[src/rtl/hazard_pkg.sv]
// ---------------------------------------------------------------------------
// hazard_pkg
// Shared types for the pipeline hazard unit:
//   fwdSel_t   - E-stage operand select encodings (register file / WB / MEM)
//   memState_t - states of the data-memory wait FSM
//   fwdSelect  - forwarding priority rule for one E-stage source operand
// ---------------------------------------------------------------------------
package hazard_pkg;

  typedef enum logic [1:0] {
    FWD_RF  = 2'b00,  // operand comes from the register file
    FWD_WB  = 2'b01,  // operand comes from ResultW
    FWD_MEM = 2'b10   // operand comes from ALUOutM
  } fwdSel_t;

  typedef enum logic [1:0] {
    IDLE  = 2'b00,
    WAIT  = 2'b01,
    ABORT = 2'b10
  } memState_t;

  // The M stage holds the younger result, so it wins over W. Register 0 is
  // hard-wired to zero and must never be forwarded.
  function automatic fwdSel_t fwdSelect(input logic [4:0] src,
                                        input logic       regwriteM,
                                        input logic [4:0] writeregM,
                                        input logic       regwriteW,
                                        input logic [4:0] writeregW);
    fwdSel_t sel;
    sel = FWD_RF;
    if (src != 5'd0 && regwriteM && src == writeregM)
      sel = FWD_MEM;
    else if (src != 5'd0 && regwriteW && src == writeregW)
      sel = FWD_WB;
    return sel;
  endfunction

endpackage

[src/rtl/sat_counter.sv]
// ---------------------------------------------------------------------------
// sat_counter
// Up-counter that increments by one while en is high and holds at all-ones.
// Ports:
//   clk   - clock
//   rst_n - asynchronous active-low reset, clears the count
//   en    - count this cycle
//   count - current value
// ---------------------------------------------------------------------------
module sat_counter #(
  parameter int WIDTH = 32
) (
  input  logic             clk,
  input  logic             rst_n,
  input  logic             en,
  output logic [WIDTH-1:0] count
);

  // NOTE: sequential state is written with non-blocking assignments so every
  // flop samples its inputs from before the clock edge.
  always_ff @(posedge clk or negedge rst_n) begin
    if (!rst_n)
      count <= '0;
    else if (en && count != '1)
      count <= count + 1'b1;
  end

endmodule

[src/rtl/hazard_unit.sv]
// ---------------------------------------------------------------------------
// hazard_unit
// Pipeline hazard detection and forwarding for a 5-stage MIPS-style core,
// extended with a data-memory wait FSM that aborts an access after TIMEOUT
// stall cycles and reports it on a sticky error flag.
// Ports:
//   clk, reset                   - clock, asynchronous active-low reset
//   rsD, rtD, rsE, rtE           - source register numbers (D, E stages)
//   writeregE/M/W                - destination register numbers
//   regwriteE/M/W, memtoregE/M,
//   memwriteM, branchD, jumpD,
//   pcsrcD                       - stage control bits
//   dmem_ready                   - data memory finished the access in M
//   stallF/D/E/M                 - hold pipeline registers
//   flushD/E/W                   - bubble pipeline registers
//   forwardAD/BD                 - branch comparator takes ALUOutM
//   forwardAE/BE                 - E operand select (fwdSel_t encoding)
//   mem_err                      - sticky: a memory access timed out
//   stall_cnt, flush_cnt         - saturating performance counters
// ---------------------------------------------------------------------------
module hazard_unit
  import hazard_pkg::*;
#(
  parameter int CNT_W   = 32,
  parameter int TIMEOUT = 16
) (
  input  logic             clk,
  input  logic             reset,
  input  logic [4:0]       rsD,
  input  logic [4:0]       rtD,
  input  logic [4:0]       rsE,
  input  logic [4:0]       rtE,
  input  logic [4:0]       writeregE,
  input  logic [4:0]       writeregM,
  input  logic [4:0]       writeregW,
  input  logic             regwriteE,
  input  logic             regwriteM,
  input  logic             regwriteW,
  input  logic             memtoregE,
  input  logic             memtoregM,
  input  logic             memwriteM,
  input  logic             branchD,
  input  logic             jumpD,
  input  logic             pcsrcD,
  input  logic             dmem_ready,
  output logic             stallF,
  output logic             stallD,
  output logic             stallE,
  output logic             stallM,
  output logic             flushD,
  output logic             flushE,
  output logic             flushW,
  output logic             forwardAD,
  output logic             forwardBD,
  output logic [1:0]       forwardAE,
  output logic [1:0]       forwardBE,
  output logic             mem_err,
  output logic [CNT_W-1:0] stall_cnt,
  output logic [CNT_W-1:0] flush_cnt
);

  // The wait count must reach TIMEOUT-1; it never runs past that in WAIT.
  localparam int WAIT_W = (TIMEOUT > 2) ? $clog2(TIMEOUT - 1) : 1;
  // The FSM leaves WAIT on the cycle whose increment would make the count
  // TIMEOUT-1, so the access is stalled for exactly TIMEOUT cycles in total
  // (one in IDLE plus TIMEOUT-1 in WAIT).
  localparam logic [WAIT_W-1:0] LAST_WAIT = WAIT_W'(TIMEOUT - 2);

  memState_t         state;
  logic [WAIT_W-1:0] waitCnt;
  logic              memErr;

  logic    lwStall, branchStall, memStall, frontStall;
  fwdSel_t fwdA, fwdB;

  // ---- raw hazard terms ---------------------------------------------------
  assign lwStall     = memtoregE && (rtE == rsD || rtE == rtD);
  assign branchStall = branchD &&
                       ((regwriteE && (writeregE == rsD || writeregE == rtD)) ||
                        (memtoregM && (writeregM == rsD || writeregM == rtD)));
  // In ABORT the pending access is dropped, letting the pipeline move on.
  assign memStall    = (memtoregM || memwriteM) && !dmem_ready && (state != ABORT);
  assign frontStall  = lwStall || branchStall || memStall;

  assign fwdA = fwdSelect(rsE, regwriteM, writeregM, regwriteW, writeregW);
  assign fwdB = fwdSelect(rtE, regwriteM, writeregM, regwriteW, writeregW);

  // ---- outputs ------------------------------------------------------------
  // NOTE: the combinational outputs are gated by reset so the pipeline sees
  // no stall, flush or forward while reset is held, whatever the inputs do.
  assign stallF    = reset && frontStall;
  assign stallD    = reset && frontStall;
  assign stallE    = reset && memStall;
  assign stallM    = reset && memStall;
  // A memory stall freezes E, so a load-use bubble must not be injected then.
  assign flushE    = reset && (lwStall || branchStall) && !memStall;
  assign flushW    = reset && memStall;
  // A held D stage keeps its instruction; flushing it would lose it.
  assign flushD    = reset && (pcsrcD || jumpD) && !frontStall;
  assign forwardAD = reset && rsD != 5'd0 && regwriteM && rsD == writeregM;
  assign forwardBD = reset && rtD != 5'd0 && regwriteM && rtD == writeregM;
  assign forwardAE = reset ? fwdA : FWD_RF;
  assign forwardBE = reset ? fwdB : FWD_RF;
  assign mem_err   = memErr;

  // ---- data-memory wait FSM -----------------------------------------------
  always_ff @(posedge clk or negedge reset) begin
    if (!reset) begin
      state   <= IDLE;
      waitCnt <= '0;
      memErr  <= 1'b0;
    end else begin
      unique case (state)
        IDLE: begin
          if (memStall) begin
            state   <= WAIT;
            waitCnt <= '0;
          end
        end
        WAIT: begin
          waitCnt <= waitCnt + 1'b1;
          if (dmem_ready) begin
            state <= IDLE;
          end else if (waitCnt == LAST_WAIT) begin
            state  <= ABORT;
            memErr <= 1'b1;
          end
        end
        ABORT: state <= IDLE;
        default: state <= IDLE;
      endcase
    end
  end

  // ---- performance counters -----------------------------------------------
  // flushD and flushE are mutually exclusive by construction, but the OR
  // also guarantees a single increment if both were ever high together.
  sat_counter #(.WIDTH(CNT_W)) u_stall_cnt (
    .clk   (clk),
    .rst_n (reset),
    .en    (stallF),
    .count (stall_cnt)
  );

  sat_counter #(.WIDTH(CNT_W)) u_flush_cnt (
    .clk   (clk),
    .rst_n (reset),
    .en    (flushD || flushE),
    .count (flush_cnt)
  );

endmodule

[config.mk]
export PLATFORM = sky130hd
export DESIGN_NAME = hazard_unit
export DESIGN_NICKNAME = d
export VERILOG_FILES = /design/src/rtl/hazard_pkg.sv /design/src/rtl/sat_counter.sv /design/src/rtl/hazard_unit.sv
export SDC_FILE = /design/constraint.sdc
export NUM_CORES = 1
export LEC_CHECK = 0
export BUFFER_PORTS_ARGS = -buffer_cell sky130_fd_sc_hd__clkbuf_2
export CORE_AREA = 2 2 138 140
export CTS_CLUSTER_DIAMETER = 150
export CTS_CLUSTER_SIZE = 40
export DETAILED_ROUTE_END_ITERATION = 7
export DIE_AREA = 0 0 140 142
export HOLD_SLACK_MARGIN = 0.12
export PLACE_DENSITY = 0.54
export SYNTH_ARGS = -nofsm -noshare
export SYNTH_HDL_FRONTEND = slang
export SYNTH_SLANG_ARGS = --single-unit
[constraint.sdc]
create_clock -name clk -period 4.2 [get_ports clk]
set_input_delay 0.21 -clock clk [delete_from_list [all_inputs] [get_ports clk]]
set_output_delay 0.21 -clock clk [all_outputs]
set_load 0.05 [all_outputs]
==> results of run 1 <==
## repair_timing
action                    in CTS  in global routing
gates resized for setup        0                  0
hold buffers                   2                  0
hold endpoints to repair      33                  0
## through the flow
step | setup WS, ns | instances | util, % | cell area [um2]
after floorplan | 1.380 | 433 | - | 4368
after global placement | 1.513 | 774 | 28.18 | 5200
after global routing | 1.237 | 792 | 30.03 | 5543
after CTS | 1.399 | 792 | 30.03 | 5543
final | 1.470 | 792 | 30.03 | 5543
after detailed placement | 1.500 | 774 | 28.18 | 5200
## worst reg2reg max path, delay by kind of cell (launching register included)
| family | cells | cell delay [ns] |
|---|---|---|
| simple gates | 6 | 2.11 |
| xor+xnor | 1 | 0.13 |
| flops | 1 | 0.42 |
## registers in the layout, summed over array words and instances, names as in the netlist
| name | count |
|---|---|
| waitCnt | 4 |
| u_flush_cnt.count | 32 |
| state | 2 |
| mem_err | 1 |
| u_stall_cnt.count | 32 |
## routing by layer
metal / vias to the layer above / routed length (um) / GRT usage, %
met3: 13 / 365 / 3.163
met2: 77 / 5457 / 19.57
met1: 1740 / 5204 / 14.93
li1: 1785 / - / -
met5: - / 0 / 0
met4: 0 / 133 / 3.509
## layout make-up
| class | instances | share of cell area [%] |
|---|---|---|
| inverters | 5 | 0.3386 |
| clock buffers | 9 | 4.063 |
| multi-input cells | 337 | 44.49 |
| flip-flops and latches | 71 | 32.05 |
| clock inverters | 7 | 1.761 |
| repair buffers | 129 | 12.01 |
| well taps | 234 | 5.282 |
## worst max-delay path by stage
stage / slack [ns] / start / to / cells after the start
5_1_grt: 1.24 / u_flush_cnt.count[6] / u_flush_cnt.count[14] / 7
2_1_floorplan: 1.38 / rtE[1] / forwardBE[0] / 5
4_1_cts: 1.40 / reset / stallD / 5
3_5_place_dp: 1.50 / u_flush_cnt.count[0] / u_flush_cnt.count[12] / 8
3_3_place_gp: 1.51 / u_flush_cnt.count[0] / u_flush_cnt.count[8] / 8
6_report: 1.47 / u_flush_cnt.count[6] / u_flush_cnt.count[5] / 7
## power by group
part / internal [mW] / leakage (nW) / switching (mW) / total [mW]
combinational: 0.176 / 1.44 / 0.419 / 0.595
sequential: 0.760 / 0.944 / 0.0941 / 0.854
clock: 0.520 / 0.152 / 0.304 / 0.824
## cells in the final DEF (no fill, tap or decap), types with 3 or more instances in the layout
cell	n
a31oi_1	3
and2_1	10
and3_1	23
and4_1	6
buf_4	4
clkbuf_16	9
clkbuf_2	123
dfrtp_1	71
ha_1	4
inv_1	5
mux2_2	3
nand2_1	24
nand3_1	33
nand4_1	37
nor2_1	17
nor3_1	11
nor3_2	13
nor4_1	5
nor4_2	5
or4_1	4
xnor2_1	73
xor2_1	36
## kinds of logic after synthesis
family,count (synthesis),synth area share (%)
flip-flops,71,40.68
multiplexers,6,1.690
XOR/XNOR,109,21.86
AO/OA/AOI/OAI,19,3.294
buffers and inverters,25,3.151
AND/OR/NAND/NOR,199,28.19
adder cells (fa/ha/maj),4,1.146
==> metrics, run 1 <==
actual slew at the worst max-slew pin=1.075 ns; sequential area share after synthesis=40.68%; ys flop type=dfrtp_1; total CTS buffers=9; Critical Path Most Common Cell=and3_1; worst skew pair latency=between 0.3 and 0.4 ns; Slew Limit Fails=0; worst r2r dst=u_flush_cnt.count[5]; reg2reg start=u_flush_cnt.count[6]; Critical Path Source Type=register; fmax=about 0.37 GHz; synth unique cells=45; leading area contributor after synthesis=dfrtp_1; row cnt=50; Seq cells post-synth=71; cell chain of the critical path=and3_1, and3_1, nand3_4, nor3_4, nor2_1, nand4_1, xnor2_1; worst hold path type=in2async; Final ANT Viol Nets=0; Synth top area share=40.68%; CTS clk-pin slew, worst paths=0.06 ns; asr flop ratio synth=100.0%; grt total ovfl=0; Die Ht=142 um; max cap viols=0; share of layout cells above drive strength 1=31.54%; LEAKAGE=approximately 2.5 nW; first-pass GRT wire length=18590 um; DRC Markers=6; die area=19880 um2; Mapped Nets=approximately 480; setup bufs post-CTS=0; Vias/cell=about 4.6; Pwr per Cell Area=410.2 nW/um2; TritonRoute pass-1 iters=6; WL per Instance=around 14 um; Detailed Route Iter0 Violations=~130; Crit Path Category=reg2reg; Final Wtd Congestion=0.8166; num ports=about 130; Reg area=1777 um2; CTS tree=built; crit path max fanout=20; Routed Wire Length=11160 um; Tmin final=approximately 2.7 ns; post-route setup TNS=0 ns; Tot GR Track Use=a little under an eighth; Core ar.=roughly 18000 um2; Sink Count=a little over 70; CP max stage delay=approximately 0.9 ns; Final period util=65.00%; number of global-route vias before repair=about 3500; Post-Syn Instances=433; Crit. End Element=register; Buf/Inv on CP=0; initial antenna violation count=0; Worst slew margin=~28%; Post-synth top cells=73 x xnor2_1, 71 x dfrtp_1, 37 x nand4_1, 36 x xor2_1, 33 x nand3_1; WP data required=~4.5 ns; count of flip-flops with a built-in enable after synthesis=0; cell area after synthesis=approximately 4400 um2; Die Width=approximately 140 um; Max IR drop VDD=around 0.34 mV; Synth-to-Final Area Change=26.90%; Crit path max-delay family=simple AND/OR/NAND/NOR gates; Final #Nets=a little over 600; syn_area_per_cell=10.09 um2; # fillers=1924; Min Hold Slack=between 0.3 and 0.4 ns; top post-synthesis cells by area=dfrtp_1 41%, xnor2_1 15%, xor2_1 7.2%; R2R cell count=7; via count=roughly 3600; total design power=2.274 mW; clk_skew=0.006154 ns; status=complete, but fails checks; Max Buffers Root-to-Sink=2; Crit path arrival time=approximately 3 ns; reg-to-reg setup timing slack=roughly 1.5 ns; Starting Density=between 20% and 30%; Fin. Hold Viols=0; CP max-delay cell=nor3_4; Ys Warns=0; hpwl dp=8541 um; RSZ-0062 raised after global routing=no; Setup-failing EPs final=0; number of H-tree levels=3; most frequent cell after synthesis=xnor2_1; Multi-input gate area=roughly 2500 um2; # port buffers=approximately 120; violated checks=design-rule violations; largest net degree at the start of global routing=42; ant diodes=0; CTS root buf=clkbuf_16
No activity file was read; power rests on OpenSTA's default activity.
==> inputs of run 2 (changes only) <==
PLACE_DENSITY = 0.55   (was 0.54)
clock period = 2.38 ns   (was 4.2 ns; I/O delays follow)
==> run 2 against run 1 <==
The flow still finishes with violations (design-rule violations). Wire length up 1.1%. Power up 79%. Critical path depth down 2. Sequential cell count unchanged. Sequential share of layout area down 0.79 points. Combinational power up 82%. Setup slack worse by 1.2 ns. Design area up 3.2%. Hold slack worse by 0.22 ns. Die area unchanged. Utilization up 0.96 points. Critical path type is now reg2out. Highest routed layer unchanged.
==> metrics, run 2 (same netlist as run 1, synthesis figures left out) <==
status=complete, but fails checks; violated checks=design-rule violations; RSZ-0062 raised after global routing=no; beginning of the critical path=state[0]; biggest regs=u_flush_cnt.count: 32 flops, u_stall_cnt.count: 32 flops, waitCnt: 4 flops; Final period util=around nine tenths; number of global-route vias before repair=3515 (-0.73%); commonest non-fill, non-tap cell in the layout=clkbuf_2; Synth-to-Final Area Change=30.94%; max cap viols=0 (unchanged); Fin. Hold Viols=0 (unchanged); die area=19880 um2 (unchanged); Routed Wire Length=11290 um (+1.1%); worst skew pair latency=0.34 ns (about the same); Final Wtd Congestion=0.7660 (-6.2%); LEAKAGE=2.615 nW (+3.2%); post-route setup TNS=0 ns (unchanged); first-pass GRT wire length=18530 um (-0.30%); CTS root buf=clkbuf_16; grt total ovfl=0 (unchanged); Starting Density=23.67% (unchanged); hpwl dp=8752 um (+2.5%); DRC Markers=9 (+3); WL per Instance=13.97 um (-0.86%); CTS tree=built; clk_skew=0.007648 ns (+0.001494 ns); Max Buffers Root-to-Sink=2 (unchanged); Tot GR Track Use=11.65% (-0.074 points); TritonRoute pass-1 iters=8 (+2); Die Ht=142 um (unchanged); Die Width=140 um (unchanged); Crit Path Category=reg2out; Tmin final=roughly 2.1 ns; Crit path arrival time=2.01 ns (-0.98 ns); Slew Limit Fails=0 (unchanged); Max IR drop VDD=0.3543 mV (+3.5%); initial antenna violation count=0 (unchanged); Crit. End Element=output pin; most frequent cells in the layout=123 x clkbuf_2, 73 x xnor2_1, 62 x dfrtp_1, 37 x nand4_1, 36 x xor2_1; actual slew at the worst max-slew pin=0.6122 ns (-0.4627 ns); worst hold path type=in2async; fmax=between 0.4 and 0.5 GHz; crit path max fanout=33 (+65%); Pwr per Cell Area=712.9 nW/um2 (+74%); share of layout cells above drive strength 1=35.37% (+3.8 points); reg2reg start=u_flush_cnt.count[0]; Vias/cell=4.501 (-1.4%); dpl cells=790 (+2.1%); Final #Nets=620 (+2.6%); Sink Count=71 (unchanged); num ports=125 (unchanged); ant diodes=0 (unchanged); fin cells=808 (+2.0%); via count=3637 (+0.61%); # fillers=1921 (-0.16%); Worst slew margin=59.19% (+31 points); WP data required=2.26 ns (-2.20 ns); Critical Path Source Type=register; number of H-tree levels=3 (unchanged); # port buffers=124 (unchanged); largest net degree at the start of global routing=48 (+14%); Detailed Route Iter0 Violations=153 (+17%); reg-to-reg setup timing slack=0.31 ns (-1.16 ns); Setup-failing EPs final=0 (unchanged); row cnt=50 (unchanged); Core ar.=18460 um2 (unchanged); Final ANT Viol Nets=0 (unchanged); CTS clk-pin slew, worst paths=0.06 ns (about the same); total CTS buffers=9 (unchanged)
[run 2: report_power, final]
| part | internal [mW] | leakage (nW) | switching (mW) | total [mW] |
|---|---|---|---|---|
| logic | 0.327 | 1.53 | 0.754 | 1.08 |
| registers | 1.35 | 0.931 | 0.167 | 1.51 |
| clock network | 0.932 | 0.158 | 0.552 | 1.48 |
[run 2: cell type report]
class	count	area, um2	area share (%)
Clock buffer	9	225.2	3.938
Clock inverter	7	105.1	1.838
Inverter	5	18.77	0.3282
Multi-Input combinational cell	337	2479	43.34
Sequential cell	71	1788	31.26
Tap cell	234	292.8	5.119
Timing Repair Buffer	145	810.8	14.18
[run 2: stage by stage]
stage / worst slack, ns / area (um2) / hold WS [ns] / total power [mW] / utilization, %
after floorplan: 0.05048 / 4392 / -0.1766 / 2.259 / -
after global placement: 0.2504 / 5369 / -0.007534 / 2.617 / 29.09
after detailed placement: 0.2346 / 5369 / -0.01021 / 2.624 / 29.09
after CTS: 0.2341 / 5719 / 0.1747 / 4.149 / 30.99
after global routing: 0.1259 / 5719 / 0.1981 / 4.301 / 30.99
final: 0.2466 / 5719 / 0.1804 / 4.077 / 30.99
[run 2: worst max-delay path, cell delays in order (launching register included)]
cell and delay (ns):
dfrtp_1 0.44, inv_1 0.08, a211o_1 0.37, a31oi_2 0.26
buf_12 0.22, clkbuf_2 0.30
[run 2: timing repair]
action                    in CTS  in global routing
resized for setup              0                  0
buffers inserted               0                  0
hold buffers                   2                  0
hold endpoints to repair      64                  0
[run 2: path summary, 6_finish.rpt]
path,end,cells past startpoint
min in group clk,u_flush_cnt.count[6],6
max reg2reg,u_flush_cnt.count[1],7
min,waitCnt[3],2
max,stallF,5
min reg2reg,mem_err,1
max in group asynchronous,u_flush_cnt.count[26],3
[run 2: metal layers]
metal | vias up | global-route usage, % | wire [um]
met5 | - | 0 | 0
met4 | 0 | 3.721 | 139
met3 | 11 | 3.028 | 594
met2 | 95 | 18.25 | 5083
met1 | 1711 | 15.77 | 5471
li1 | 1820 | - | -
==> inputs of run 3 (changes only) <==
GPL_TIMING_DRIVEN = 0   (was default)
PLACE_DENSITY = 0.54   (was 0.55)
clock period = 2.6 ns   (was 2.38 ns; I/O delays follow)
==> run 3 against run 2 <==
The flow still finishes with violations (design-rule violations). First-iteration DRC count decreased by 12%. Combinational power decreased by 9%. Clock power decreased by 24%. Setup slack got worse by 0.083 ns. Clock skew decreased by 0.0025 ns. Critical path depth increased by 1. Critical path type unchanged. Critical endpoint unchanged. Largest power group unchanged.
==> metrics, run 3 (same netlist as run 1, synthesis figures left out) <==
status=complete, but fails checks; violated checks=design-rule violations; CTS root buf=clkbuf_16; Die Width=140 um (unchanged); worst hold path type=in2async; fin cells=806 (-0.25%); Tot GR Track Use=11.99% (+0.34 points); CP max-delay cell=dfrtp_1; Max Buffers Root-to-Sink=2 (unchanged); clock share of power=32.2% (-4.2 points); Crit. End Element=output pin; number of global-route vias before repair=3678 (+4.6%); hpwl dp=8811 um (+0.67%); number of H-tree levels=3 (unchanged); num ports=125 (unchanged); Core ar.=18460 um2 (unchanged); CTS clk-pin slew, worst paths=0.06 ns (about the same); die area=19880 um2 (unchanged); Detailed Route Iter0 Violations=135 (-12%); clk_skew=0.005150 ns (-0.002498 ns); Final #Nets=618 (-0.32%); Max IR drop VDD=0.3590 mV (+1.3%); fmax=approximately 0.41 GHz; Final period util=93.72%; switching share of power=37.10% (+0.96 points); RSZ-0062 raised after global routing=no; Crit Path Category=reg2out; Worst slew margin=62.30% (+3.1 points); Fin. Hold Viols=0 (unchanged); Die Ht=142 um (unchanged); WP data required=2.47 ns (+0.21 ns); Final Wtd Congestion=0.8369 (+9.3%); most frequent cells in the layout=118 x clkbuf_2, 73 x xnor2_1, 71 x dfrtp_1, 37 x nand4_1, 36 x xor2_1; crit path max fanout=11 (-67%); via count=3706 (+1.9%); Sink Count=71 (unchanged); post-route setup TNS=0 ns (unchanged); commonest non-fill, non-tap cell in the layout=clkbuf_2; Setup-failing EPs final=0 (unchanged); Vias/cell=4.598 (+2.2%); actual slew at the worst max-slew pin=0.5612 ns (-0.05100 ns); Critical Path Source Type=register; Synth-to-Final Area Change=28.56%; row cnt=50 (unchanged); # fillers=1969 (+2.5%); Pwr per Cell Area=622.2 nW/um2 (-13%); worst skew pair latency=0.34 ns (about the same); Final ANT Viol Nets=0 (unchanged); grt total ovfl=0 (unchanged); fin util=30.43% (-0.56 points); CP max stage delay=0.43 ns (about the same); R2R cell count=6 (-1); total CTS buffers=9 (unchanged); Pint=2.198 mW (-16%); Routed Wire Length=11610 um (+2.8%); Tmin final=roughly 2.4 ns; share of layout cells above drive strength 1=32.34% (-3.0 points); dpl cells=787 (-0.38%); reg-to-reg setup timing slack=0.25 ns (-0.06 ns); TritonRoute pass-1 iters=7 (-1); max cap viols=0 (unchanged); Seq pwr share=39.5% (+2.4 points); worst r2r dst=u_flush_cnt.count[1]; DRC Markers=7 (-2); Starting Density=23.67% (unchanged); first-pass GRT wire length=19050 um (+2.8%); Crit path arrival time=2.31 ns (+0.30 ns); biggest regs=u_flush_cnt.count: 32 flops, u_stall_cnt.count: 32 flops, waitCnt: 4 flops; reg2reg start=u_flush_cnt.count[9]; # port buffers=119 (-4.0%); Reg area=1777 um2 (-0.63%); Slew Limit Fails=0 (unchanged); ant diodes=0 (unchanged); largest net degree at the start of global routing=54 (+13%); initial antenna violation count=0 (unchanged); Comb power frac=28.3% (+1.8 points); beginning of the critical path=state[0]; Psw=1.296 mW (-12%); CTS tree=built; cell chain of the critical path=inv_1, a211o_1, a31oi_2, buf_2, buf_4, clkbuf_2; WL per Instance=14.40 um (+3.1%); fin area=5615 um2 (-1.8%); Multi-input gate area=2466 um2 (-0.50%); LEAKAGE=2.575 nW (-1.5%); Area after DPL=5293 um2 (-1.4%)
run 3: critical path, delay by kind of cell (launching register included):
family	cells	cell delay, ns
buffers and inverters	4	0.82
AO/OA/AOI/OAI	2	0.72
flip-flops	1	0.43
run 3: routing by layer:
layer	global-route usage [%]	up-vias	wire length, um
met3	3.634	13	571
met1	15.77	1783	5534
li1	-	1810	-
met4	3.402	0	135
met5	0	-	0
met2	19.16	100	5363
run 3: how the worst max path moves through the flow:
stage / to / depth (start not counted)
after global routing: stallF / 6
after detailed placement: stallF / 9
after floorplan: forwardAE[0] / 4
after CTS: stallF / 6
after global placement: stallF / 6
final: stallF / 6
run 3: final cells by class:
type / instances / share of cell area, %
clock buffer: 13 / 4.456
clock inverter: 3 / 0.3342
sequential: 71 / 31.64
multi-input combinational: 337 / 43.92
tap: 234 / 5.214
buffer: 20 / 2.117
timing repair buffer: 123 / 11.99
inverter: 5 / 0.3342
run 3: power by group through the flow:
| stage | registers, mW | clock network, mW | logic [mW] |
|---|---|---|---|
| 2_1_floorplan | 1.72 | 0 | 0.347 |
| 3_3_place_gp | 1.40 | 0 | 0.983 |
| 3_5_place_dp | 1.40 | 0 | 0.994 |
| 4_1_cts | 1.38 | 1.17 | 1.00 |
| 5_1_grt | 1.41 | 1.22 | 1.06 |
| 6_report | 1.38 | 1.13 | 0.988 |
run 3: what timing repair did:
action / 4_1_cts / 5_1_grt
resized for setup: 1 / 0
buffers inserted: 0 / 0
setup endpoints to repair: 1 / 0
hold buffers: 3 / 0
hold endpoints to repair: 73 / 0
run 3: per-stage QoR:
step | power (mW) | worst slack (ns) | hold slack, ns
4_1_cts | 3.557 | 0.1345 | 0.2414
2_1_floorplan | 2.064 | 0.1031 | -0.1656
3_3_place_gp | 2.381 | -0.8086 | 0.3498
5_1_grt | 3.682 | 0.008251 | 0.2692
3_5_place_dp | 2.394 | 0.1756 | 0.06768
6_report | 3.494 | 0.1633 | 0.2443
